## src/rtl/pixel_binarizer.sv

```systemverilog
// Thresholds a CH-byte-per-pixel image held in an external source RAM and
// packs one result bit per pixel into PACK_W-bit destination words.
module pixel_binarizer #(
    parameter int CH     = 3,
    parameter int ADDR_W = 18,
    parameter int DST_AW = 16,
    parameter int PACK_W = 8,
    parameter int RD_LAT = 2
) (
    input  logic                clk,
    input  logic                rst_n,
    input  logic [15:0]         width,
    input  logic [15:0]         height,
    input  logic [CH*8-1:0]     thr,
    input  logic [1:0]          mode,
    input  logic                start,
    input  logic                abort,
    output logic                busy,
    output logic                done,
    output logic                err,
    output logic [ADDR_W-1:0]   src_addr,
    output logic                src_we,
    output logic [7:0]          src_din,
    input  logic [7:0]          src_dout,
    input  logic [ADDR_W-1:0]   host_addr,
    input  logic                host_we,
    input  logic [7:0]          host_din,
    output logic                dst_we,
    output logic [DST_AW-1:0]   dst_addr,
    output logic [PACK_W-1:0]   dst_din
);

    typedef enum logic [2:0] {
        S_IDLE, S_CHK, S_RD, S_WAIT, S_CMP, S_DONE
    } state_t;

    state_t              state_q, state_d;
    logic [15:0]         width_q, width_d, height_q, height_d;
    logic [CH*8-1:0]     thr_q, thr_d;
    logic [1:0]          mode_q, mode_d;
    logic [31:0]         last_q, last_d;
    logic [31:0]         p_q, p_d;
    logic [1:0]          c_q, c_d;
    logic [3:0]          w_q, w_d;
    logic [ADDR_W-1:0]   a_q, a_d;
    logic [CH-1:0][7:0]  px_q, px_d;
    logic [PACK_W-1:0]   pack_q, pack_d;
    logic [4:0]          bpos_q, bpos_d;
    logic [DST_AW-1:0]   waddr_q, waddr_d;
    logic                done_q, done_d, err_q, err_d;
    logic                dst_we_q, dst_we_d;
    logic [DST_AW-1:0]   dst_addr_q, dst_addr_d;
    logic [PACK_W-1:0]   dst_din_q, dst_din_d;
    logic [ADDR_W-1:0]   src_addr_q, src_addr_d;
    logic                src_we_q, src_we_d;
    logic [7:0]          src_din_q, src_din_d;

    logic [31:0]         prod;
    logic [39:0]         nch;
    logic [39:0]         lim;
    logic [CH-1:0]       below;
    logic                res;
    logic                last_w;
    logic                busy_d;
    logic [PACK_W-1:0]   pack_n;

    always_comb begin
        prod = width_q * height_q;
        nch  = 40'(prod) * 40'(CH);
        lim  = 40'd1 << ADDR_W;
        for (int k = 0; k < CH; k++) begin
            below[k] = px_q[k] < thr_q[k*8 +: 8];
        end
        res    = (mode_q[0] ? |below : &below) ^ mode_q[1];
        last_w = (w_q == 4'(RD_LAT - 1));
        pack_n = pack_q | (PACK_W'(res) << bpos_q);
    end

    always_comb begin
        state_d    = state_q;
        width_d    = width_q;
        height_d   = height_q;
        thr_d      = thr_q;
        mode_d     = mode_q;
        last_d     = last_q;
        p_d        = p_q;
        c_d        = c_q;
        w_d        = w_q;
        a_d        = a_q;
        px_d       = px_q;
        pack_d     = pack_q;
        bpos_d     = bpos_q;
        waddr_d    = waddr_q;
        err_d      = err_q;
        dst_we_d   = 1'b0;
        dst_addr_d = dst_addr_q;
        dst_din_d  = dst_din_q;
        src_addr_d = src_addr_q;
        src_we_d   = 1'b0;
        src_din_d  = 8'd0;

        case (state_q)
            S_IDLE: begin
                if (start) begin
                    width_d  = width;
                    height_d = height;
                    thr_d    = thr;
                    mode_d   = mode;
                    state_d  = S_CHK;
                end
            end
            S_CHK: begin
                last_d  = prod - 32'd1;
                p_d     = 32'd0;
                c_d     = 2'd0;
                w_d     = 4'd0;
                a_d     = '0;
                pack_d  = '0;
                bpos_d  = 5'd0;
                waddr_d = '0;
                if (prod == 32'd0) begin
                    err_d   = 1'b0;
                    state_d = S_DONE;
                end else if (nch > lim) begin
                    err_d   = 1'b1;
                    state_d = S_DONE;
                end else begin
                    state_d = S_RD;
                end
            end
            S_RD: begin
                w_d     = 4'd0;
                state_d = S_WAIT;
            end
            S_WAIT: begin
                if (last_w) begin
                    for (int k = 0; k < CH; k++) begin
                        if (int'(c_q) == k) px_d[k] = src_dout;
                    end
                    a_d = a_q + ADDR_W'(1);
                    if (int'(c_q) == CH - 1) begin
                        state_d = S_CMP;
                    end else begin
                        c_d     = c_q + 2'd1;
                        state_d = S_RD;
                    end
                end else begin
                    w_d = w_q + 4'd1;
                end
            end
            S_CMP: begin
                // Flush on a full word or on the last pixel; the write lands in
                // the next pixel's RD cycle.
                if (bpos_q == 5'(PACK_W - 1) || p_q == last_q) begin
                    dst_we_d   = 1'b1;
                    dst_addr_d = waddr_q;
                    dst_din_d  = pack_n;
                    pack_d     = '0;
                    bpos_d     = 5'd0;
                    waddr_d    = waddr_q + DST_AW'(1);
                end else begin
                    pack_d = pack_n;
                    bpos_d = bpos_q + 5'd1;
                end
                c_d = 2'd0;
                if (p_q == last_q) begin
                    state_d = S_DONE;
                end else begin
                    p_d     = p_q + 32'd1;
                    state_d = S_RD;
                end
            end
            S_DONE: begin
                if (!start) state_d = S_IDLE;
            end
            default: state_d = S_IDLE;
        endcase

        if (abort && state_q != S_IDLE) begin
            state_d  = S_IDLE;
            dst_we_d = 1'b0;
            pack_d   = '0;
            bpos_d   = 5'd0;
            waddr_d  = '0;
            p_d      = 32'd0;
            c_d      = 2'd0;
        end

        done_d = (state_d == S_DONE) && (state_q == S_DONE);
        if (state_d == S_IDLE) err_d = 1'b0;

        busy_d = (state_d == S_CHK) || (state_d == S_RD) ||
                 (state_d == S_WAIT) || (state_d == S_CMP);
        if (!busy_d) begin
            src_addr_d = host_addr;
            src_we_d   = host_we;
            src_din_d  = host_din;
        end else if (state_d == S_RD) begin
            src_addr_d = a_d;
        end
    end

    always_ff @(posedge clk or negedge rst_n) begin
        if (!rst_n) begin
            state_q    <= S_IDLE;
            width_q    <= '0;
            height_q   <= '0;
            thr_q      <= '0;
            mode_q     <= '0;
            last_q     <= '0;
            p_q        <= '0;
            c_q        <= '0;
            w_q        <= '0;
            a_q        <= '0;
            px_q       <= '0;
            pack_q     <= '0;
            bpos_q     <= '0;
            waddr_q    <= '0;
            done_q     <= 1'b0;
            err_q      <= 1'b0;
            dst_we_q   <= 1'b0;
            dst_addr_q <= '0;
            dst_din_q  <= '0;
            src_addr_q <= '0;
            src_we_q   <= 1'b0;
            src_din_q  <= '0;
        end else begin
            state_q    <= state_d;
            width_q    <= width_d;
            height_q   <= height_d;
            thr_q      <= thr_d;
            mode_q     <= mode_d;
            last_q     <= last_d;
            p_q        <= p_d;
            c_q        <= c_d;
            w_q        <= w_d;
            a_q        <= a_d;
            px_q       <= px_d;
            pack_q     <= pack_d;
            bpos_q     <= bpos_d;
            waddr_q    <= waddr_d;
            done_q     <= done_d;
            err_q      <= err_d;
            dst_we_q   <= dst_we_d;
            dst_addr_q <= dst_addr_d;
            dst_din_q  <= dst_din_d;
            src_addr_q <= src_addr_d;
            src_we_q   <= src_we_d;
            src_din_q  <= src_din_d;
        end
    end

    assign busy     = (state_q == S_CHK) || (state_q == S_RD) ||
                      (state_q == S_WAIT) || (state_q == S_CMP);
    assign done     = done_q;
    assign err      = err_q;
    assign dst_we   = dst_we_q;
    assign dst_addr = dst_addr_q;
    assign dst_din  = dst_din_q;
    assign src_addr = src_addr_q;
    assign src_we   = src_we_q;
    assign src_din  = src_din_q;

endmodule

```

## config.mk

```make
export PLATFORM = sky130hd
export DESIGN_NAME = pixel_binarizer
export DESIGN_NICKNAME = d
export VERILOG_FILES = /design/src/rtl/pixel_binarizer.sv
export SDC_FILE = /design/constraint.sdc
export NUM_CORES = 1
export LEC_CHECK = 0
export CORE_MARGIN = 4
export CORE_UTILIZATION = 60
export CTS_CLUSTER_DIAMETER = 40
export DETAILED_ROUTE_END_ITERATION = 12
export PLACE_DENSITY_LB_ADDON = 0.25
export SLEW_MARGIN = 10
export SYNTH_ARGS = -nofsm -noshare
export SYNTH_HDL_FRONTEND = slang
export SYNTH_SLANG_ARGS = --single-unit
export TNS_END_PERCENT = 20
```

## constraint.sdc

```tcl
create_clock -name clk -period 21.6 [get_ports clk]
set_input_delay 3.24 -clock clk [delete_from_list [all_inputs] [get_ports clk]]
set_output_delay 3.24 -clock clk [all_outputs]
set_load 0.1 [all_outputs]
```

* After elaboration in Yosys (flattened, before gate mapping)
Cells that the tools add are included.
** Storage, ports and cells
- Register bits :: 256
- Input bits :: 97
- Output and inout bits :: 55
- Logic and storage cells :: 135
** Cells by class
- $add $sub $neg :: 7
- Multipliers :: 2
- Magnitude comparators :: 4
- Eq/ne operators :: 21
- Shift-type cells :: 1
- Muxes and demuxes :: 41
- Bitwise gates (word level) :: 2
- Reductions and logical operators :: 33
** Operators by type and width (number)
- 32-bit 2-to-1 mux :: 2
- 32-bit one-hot mux with 2 select lines :: 1
- 18-bit 2-to-1 mux :: 3
- 18-bit one-hot mux with 2 select lines :: 1
- 34-bit by 19-bit > comparator with 1-bit output, second input constant :: 1
- 32-bit by 2-bit multiplier with 34-bit output, second input constant :: 1
- 32-bit by 1-bit adder with 32-bit output, second input constant :: 1
- 32-bit equality test :: 1
- 32-bit zero test :: 1
- 16-bit by 16-bit multiplier with 32-bit output :: 1
- 16-bit 2-to-1 mux :: 2
- 16-bit one-hot mux with 2 select lines :: 1
- 32-bit by 1-bit subtractor with 32-bit output, second input constant :: 1
- 8-bit less-than comparator :: 3
- 3-bit 2-to-1 mux :: 8
- 8-bit 2-to-1 mux :: 3
- 18-bit by 1-bit adder with 18-bit output, second input constant :: 1
- 3-bit one-hot mux with 6 select lines :: 1
- 16-bit by 1-bit adder with 16-bit output, second input constant :: 1
- 8-bit one-hot mux with 2 select lines :: 1
- 3-bit AND reduction :: 5
- 3-bit by 2-bit equality test with 1-bit output, second input constant :: 4
- 3-bit equality test, second input constant :: 4
- 3-bit inequality test, second input constant :: 4
- 28 further kinds :: 59

* Depth between registers and ports, before layout
- Word-level depth :: 12
- Gate-level depth with buffers :: 38
- Mapped depth without buffers :: 35

* Worst setup path before layout
Ideal clock, no wire load.
- Path type :: flip-flop to flip-flop
- Start :: register height_q[6]
- End :: register src_addr_q[10] (netlist: src_addr[10])
- Setup time :: 0.125 ns
- Arrival :: 8.975 ns
- Data required time :: 21.475 ns
- Slack :: 12.500 ns
- Stages on the path, launching flop included :: 34
- Buffers on the path :: 3
- Clock period less this slack :: 9.100 ns
- Cells stage by stage :: dfrtp_1 > clkbuf_1 > and2_1 > fa_1 > inv_1 > fa_1 > fa_1 > fa_1 > inv_1 > fa_1 > inv_1 > fa_1 > inv_1 > ha_1 > clkbuf_1 > nand4_1 > a2111oi_2 > or2_1 > xor2_1 > ha_1 > clkbuf_1 > a21oi_1 > o21ai_0 > a221o_1 > a21o_1 > or3_1 > a22oi_1 > o2111a_1 > nand3_1 > nor4b_1 > nand4_1 > or4_4 > nand2_1 > mux2_2
** On the way
- Longest elaborated chain between the ends :: 12
- Elaborated cells between the ends (all ways) :: 17
- Classes of those cells :: mul (2); order compare (1); eq/ne (5); mux (5); reduce/logical (4)
** Ends and longest elaborated chain
- start, declared :: RTL line 38 : logic [15:0] width_q, width_d, height_q, height_d;
- start signal, assigned :: RTL line 230 : height_q <= height_d;
- 16-bit by 16-bit multiplier with 32-bit output (*) :: RTL line 68 : prod = width_q * height_q;
- 32-bit by 2-bit multiplier with 34-bit output :: RTL line 69 : nch = 40'(prod) * 40'(CH);
- 34-bit by 19-bit > comparator with 1-bit output :: RTL line 124 : end else if (nch > lim) begin
- 3-bit 2-to-1 mux :: RTL line 124
- 3-bit 2-to-1 mux (*) :: RTL line 121 : if (prod == 32'd0) begin
- 3-bit one-hot mux with 6 select lines (*) :: RTL line 102 : case (state_q)
- 3-bit 2-to-1 mux (*) :: RTL line 179 : if (abort && state_q != S_IDLE) begin
- 3-bit by 1-bit equality test with 1-bit output / 3-bit by 2-bit equality test with 1-bit output (equally long branches) :: RTL line 192, 198
- 1-bit logical OR (2 in a row) :: RTL line 192 : busy_d = (state_d == S_CHK) || (state_d == S_RD) ||
- 1-bit logical OR :: RTL line 193 : (state_d == S_WAIT) || (state_d == S_CMP);
- 2-bit by 1-bit inequality test with 1-bit output (no source line) / 18-bit 2-to-1 mux (equally long branches)
- end signal, assigned :: RTL line 247 : src_addr_q <= src_addr_d;
- end, declared :: RTL line 54 : logic [ADDR_W-1:0] src_addr_q, src_addr_d;
Every way passes the cells marked *; elsewhere a longest branch is shown, timed or not.
A chain may end at the register's enable or synchronous reset.

* Worst setup path in the final report
- Start :: register width_q[7]
- End :: register src_addr_q[17] (netlist: src_addr[17])
** On the way
- Longest elaborated chain between the ends :: 12
- Elaborated cells between the ends (all ways) :: 17
- Classes of those cells :: mul (2); order compare (1); eq/ne (5); mux (5); reduce/logical (4)
** Ends and longest elaborated chain
- start, declared :: RTL line 38
- start signal, assigned :: RTL line 229 : width_q <= width_d;
- 16-bit by 16-bit multiplier with 32-bit output (*) :: RTL line 68
- 32-bit by 2-bit multiplier with 34-bit output :: RTL line 69
- 34-bit by 19-bit > comparator with 1-bit output :: RTL line 124
- 3-bit 2-to-1 mux :: RTL line 124
- 3-bit 2-to-1 mux (*) :: RTL line 121
- 3-bit one-hot mux with 6 select lines (*) :: RTL line 102
- 3-bit 2-to-1 mux (*) :: RTL line 179
- 3-bit by 1-bit equality test with 1-bit output / 3-bit by 2-bit equality test with 1-bit output (equally long branches) :: RTL line 192, 198
- 1-bit logical OR (2 in a row) :: RTL line 192
- 1-bit logical OR :: RTL line 193
- 2-bit by 1-bit inequality test with 1-bit output (no source line) / 18-bit 2-to-1 mux (equally long branches)
Marked as above.

==> summary.md <==
| Metric | Value |
|---|---|
| Starting DRT DRC Count | `1,092` |
| Worst setup SP type | `flip-flop` |
| ANT cells | `0` |
| PostCTS Resize Cnt | `0` |
| Final setup fails | `0` |
| Commonest non-fill, non-tap cell in the layout | `inv_1` |
| Worst hold path type | `reg2reg` |
| Rows | `71` |
| Final TNS setup | `0 ns` |
| Syn nets | `~3,000` |
| GRT overflow | `0` |
| Maximum number of pins on one net before global-route repair | `124` |
| Reg2reg start | `width_q[7]` |
| CP startpoint | `width_q[7]` |
| Slew @ Worst Pin | `1.06 ns` |
| Synthesized flop and latch total | `256` |
| Fin. max-slew vios | `0` |
| Routed via count | `18,300` |
| H-tree depth | `2` |
| Top_reg_cell synth | `dfrtp_1` |
| Vias in the first global route | `19,100` |
| Pre-antenna DRT Iters | `9` |
| Period utilization | `49.1%` |
| I/O pins | `152` |
| Most frequent cells in the layout | `315 x inv_1, 310 x nand2_1, 256 x dfrtp_1` |
| Wirelength per Cell | `17.9 um` |
| CTS hold repair buffers | `0` |
| Largest area contributor in the netlist | `dfrtp_1` |
| Post-synthesis instance area | `23,100 um2` |
| Core Box Area | `37,800 um2` |
| Req. time, crit path | `22.03 ns` |
| Most used cell, CP | `fa_1` |
| FF/Latch Area | `6410 um2` |
| Top cells by area, synth | `dfrtp_1 28%, fa_1 17%, ha_1 10%, inv_1 5.1%, nand2_1 5.0%` |
| Clk root buf | `clkbuf_16` |
| P&R area growth vs syn | `13.8%` |
| Worst-path clk slew | `around 0.06 ns` |
| Max Cap Viol | `0` |
| Setup Fix Bufs, Post-CTS | `0` |
| Buf/Inv on CP | `4` |
| Synth cell types | `80` |
| Final wirelength | `56.5 mm` |
| CTS tree | `yes` |
| Worst skew pair latency | `0.55 ns` |
| Initial antenna violation count | `0` |
| Ys async rst share | `100%` |
| WS Path Type | `reg2reg` |
| Count of buffers from port buffering | `between 150 and 200` |
| Critical path endpoint category | `flip-flop` |
| Via-to-Cell Ratio | `5.78` |
| Fillers | `2,952` |
| Mean Syn Cell Area | `9.17 um2` |
| Gpl congestion | `0.933` |
| Final nets | `between 3,000 and 4,000` |
| Die outline area | `41,800 um2` |
| Skew final | `0.0294 ns` |
| Area of the multi-input gates | `15,200 um2` |
| Status | `completed` |
| Die Y | `204 um` |
| Post-synth EDFFs | `0` |
| RSZ-0062 raised after global routing | `false` |
| Worst Path Arrival | `11.04 ns` |
| Hpwl dp | `42.6 mm` |
| Die X-Extent | `between 200 and 250 um` |
| CP top delay family | `adder cells` |
| R2R depth | `30` |
| Remaining antenna violation count | `0` |
| Worst Setup EP | `src_addr[17]` |
| First-pass GRT wire length | `94.0 mm` |
| Reg-to-Reg End | `src_addr[17]` |
| Crit path max fanout | `22` |
| Clock sink count | `256` |
| Ys Warns | `0` |
| Drt drc | `0` |
| Final min period | `10.61 ns` |
| Crit path max-delay cell type | `or4_4` |
| Final Hold Fails | `0` |
| Fmax | `94.2 MHz` |
| Max stage delay on crit path | `0.73 ns` |
| Flop-to-flop setup slack | `10.99 ns` |
| Top-area cell type share of the netlist area | `27.7%` |
| All-Layer GR Usage | `27.2%` |
| Post-Synthesis Cells | `between 2,000 and 3,000` |
| Slew headroom | `roughly 30%` |
| Clk buf depth | `3` |
| Stages on the worst setup path | `30` |
| Num CTS Buffers | `38` |
| Starting Density | `around three fifths` |
| Sequential-to-total area share from yosys stat | `27.7%` |
| Layout cells sized above 1 | `7.09%` |
[how the worst min path moves through the flow]
| stage | start | endpoint | slack, ns | cells after the start |
|---|---|---|---|---|
| detailed placement | dst_din[2] | dst_din[2] | 0.47 | 2 |
| global placement | dst_din[2] | dst_din[2] | 0.47 | 2 |
| floorplan | bpos_q[4] | bpos_q[4] | 0.47 | 1 |
| finish | dst_din[6] | dst_din[6] | 0.48 | 2 |
| global route | dst_din[6] | dst_din[6] | 0.50 | 2 |
| CTS | dst_din[6] | dst_din[6] | 0.49 | 2 |
[layer usage]
metal  wire, um  vias up  global-route usage (%)
li1           -     8565                       -
met1      24200     9029                    36.2
met2      27700      578                    46.0
met3       3160      117                    5.00
met4       1430        0                    8.16
met5          0        -                       0
[synth_stat cells (3+ instances only)]
cell type  number
nand3_1        80
nor2_1        114
o311ai_1       10
buf_2           3
a31oi_1        18
and2_1        127
o31ai_1        13
and4_1          4
nor3_1         23
xnor2_1        53
o2111a_1        4
or3_1           9
xor2_1         94
nand3b_1        3
clkbuf_1       95
dfrtp_1       256
or2_2           5
a21oi_1       101
o22ai_1         5
mux2i_1         3
o211a_1         3
nand4_1        38
nand2b_1       15
inv_1         315
o211ai_1       10
o21a_1         11
fa_1          195
o21ai_0       154
nand2_1       310
nor2b_1        15
buf_1           3
o21bai_1        7
a211oi_1       10
nor4b_1         3
and3_1         34
nor4_1         22
a41oi_1         3
ha_1          194
mux2_2         84
a21o_1         29
[registers in the layout, summed over array words and instances, names as in the netlist, 4 cells and up]
name and flops:
a_q 18, bpos_q 5, dst_addr 16, dst_din 8
height_q 16, last_q 32, p_q 32, pack_q 8
px_q 24, src_addr 18, src_din 8, thr_q 24
w_q 4, waddr_q 16, width_q 16
[worst min-delay path: stages, from the launching register on]
cell     delay, ns
dfrtp_1       0.34
nand2_1       0.05
o21ai_0       0.06
[layout make-up]
type | count | share of cell area, %
clock inverters | 24 | 1.23
well taps | 511 | 2.43
clock buffers | 43 | 3.88
flip-flops and latches | 256 | 24.3
inverters | 316 | 4.50
repair buffers | 161 | 6.04
multi-input cells | 1851 | 57.6
[through the flow]
stage	instances	setup slack (ns)	hold WS [ns]	utilization (%)	cell area [um2]
after floorplan	2525	12.50	0.469	-	23100
after global placement	3095	11.30	0.465	66.1	25000
after detailed placement	3095	11.16	0.474	66.1	25000
after CTS	3162	11.09	0.486	69.6	26300
after global routing	3162	10.58	0.497	69.6	26300
final	3162	10.99	0.482	69.6	26300
[cells by family (layout without fill, tap and decap cells)]
| kind of cell | Yosys count | count (layout) | synth area share, % |
|---|---|---|---|
| mux | 87 | 87 | 4.22 |
| xor+xnor | 150 | 150 | 5.83 |
| flops | 256 | 256 | 27.7 |
| compound gates | 408 | 408 | 10.9 |
| buf+inv | 418 | 544 | 6.83 |
| simple gates | 817 | 817 | 17.2 |
| fa+ha+maj | 389 | 389 | 27.4 |
Power is left out: the tool's default activity adds up to more than one toggle a clock period on the data nets, which glitch-free logic cannot reach.
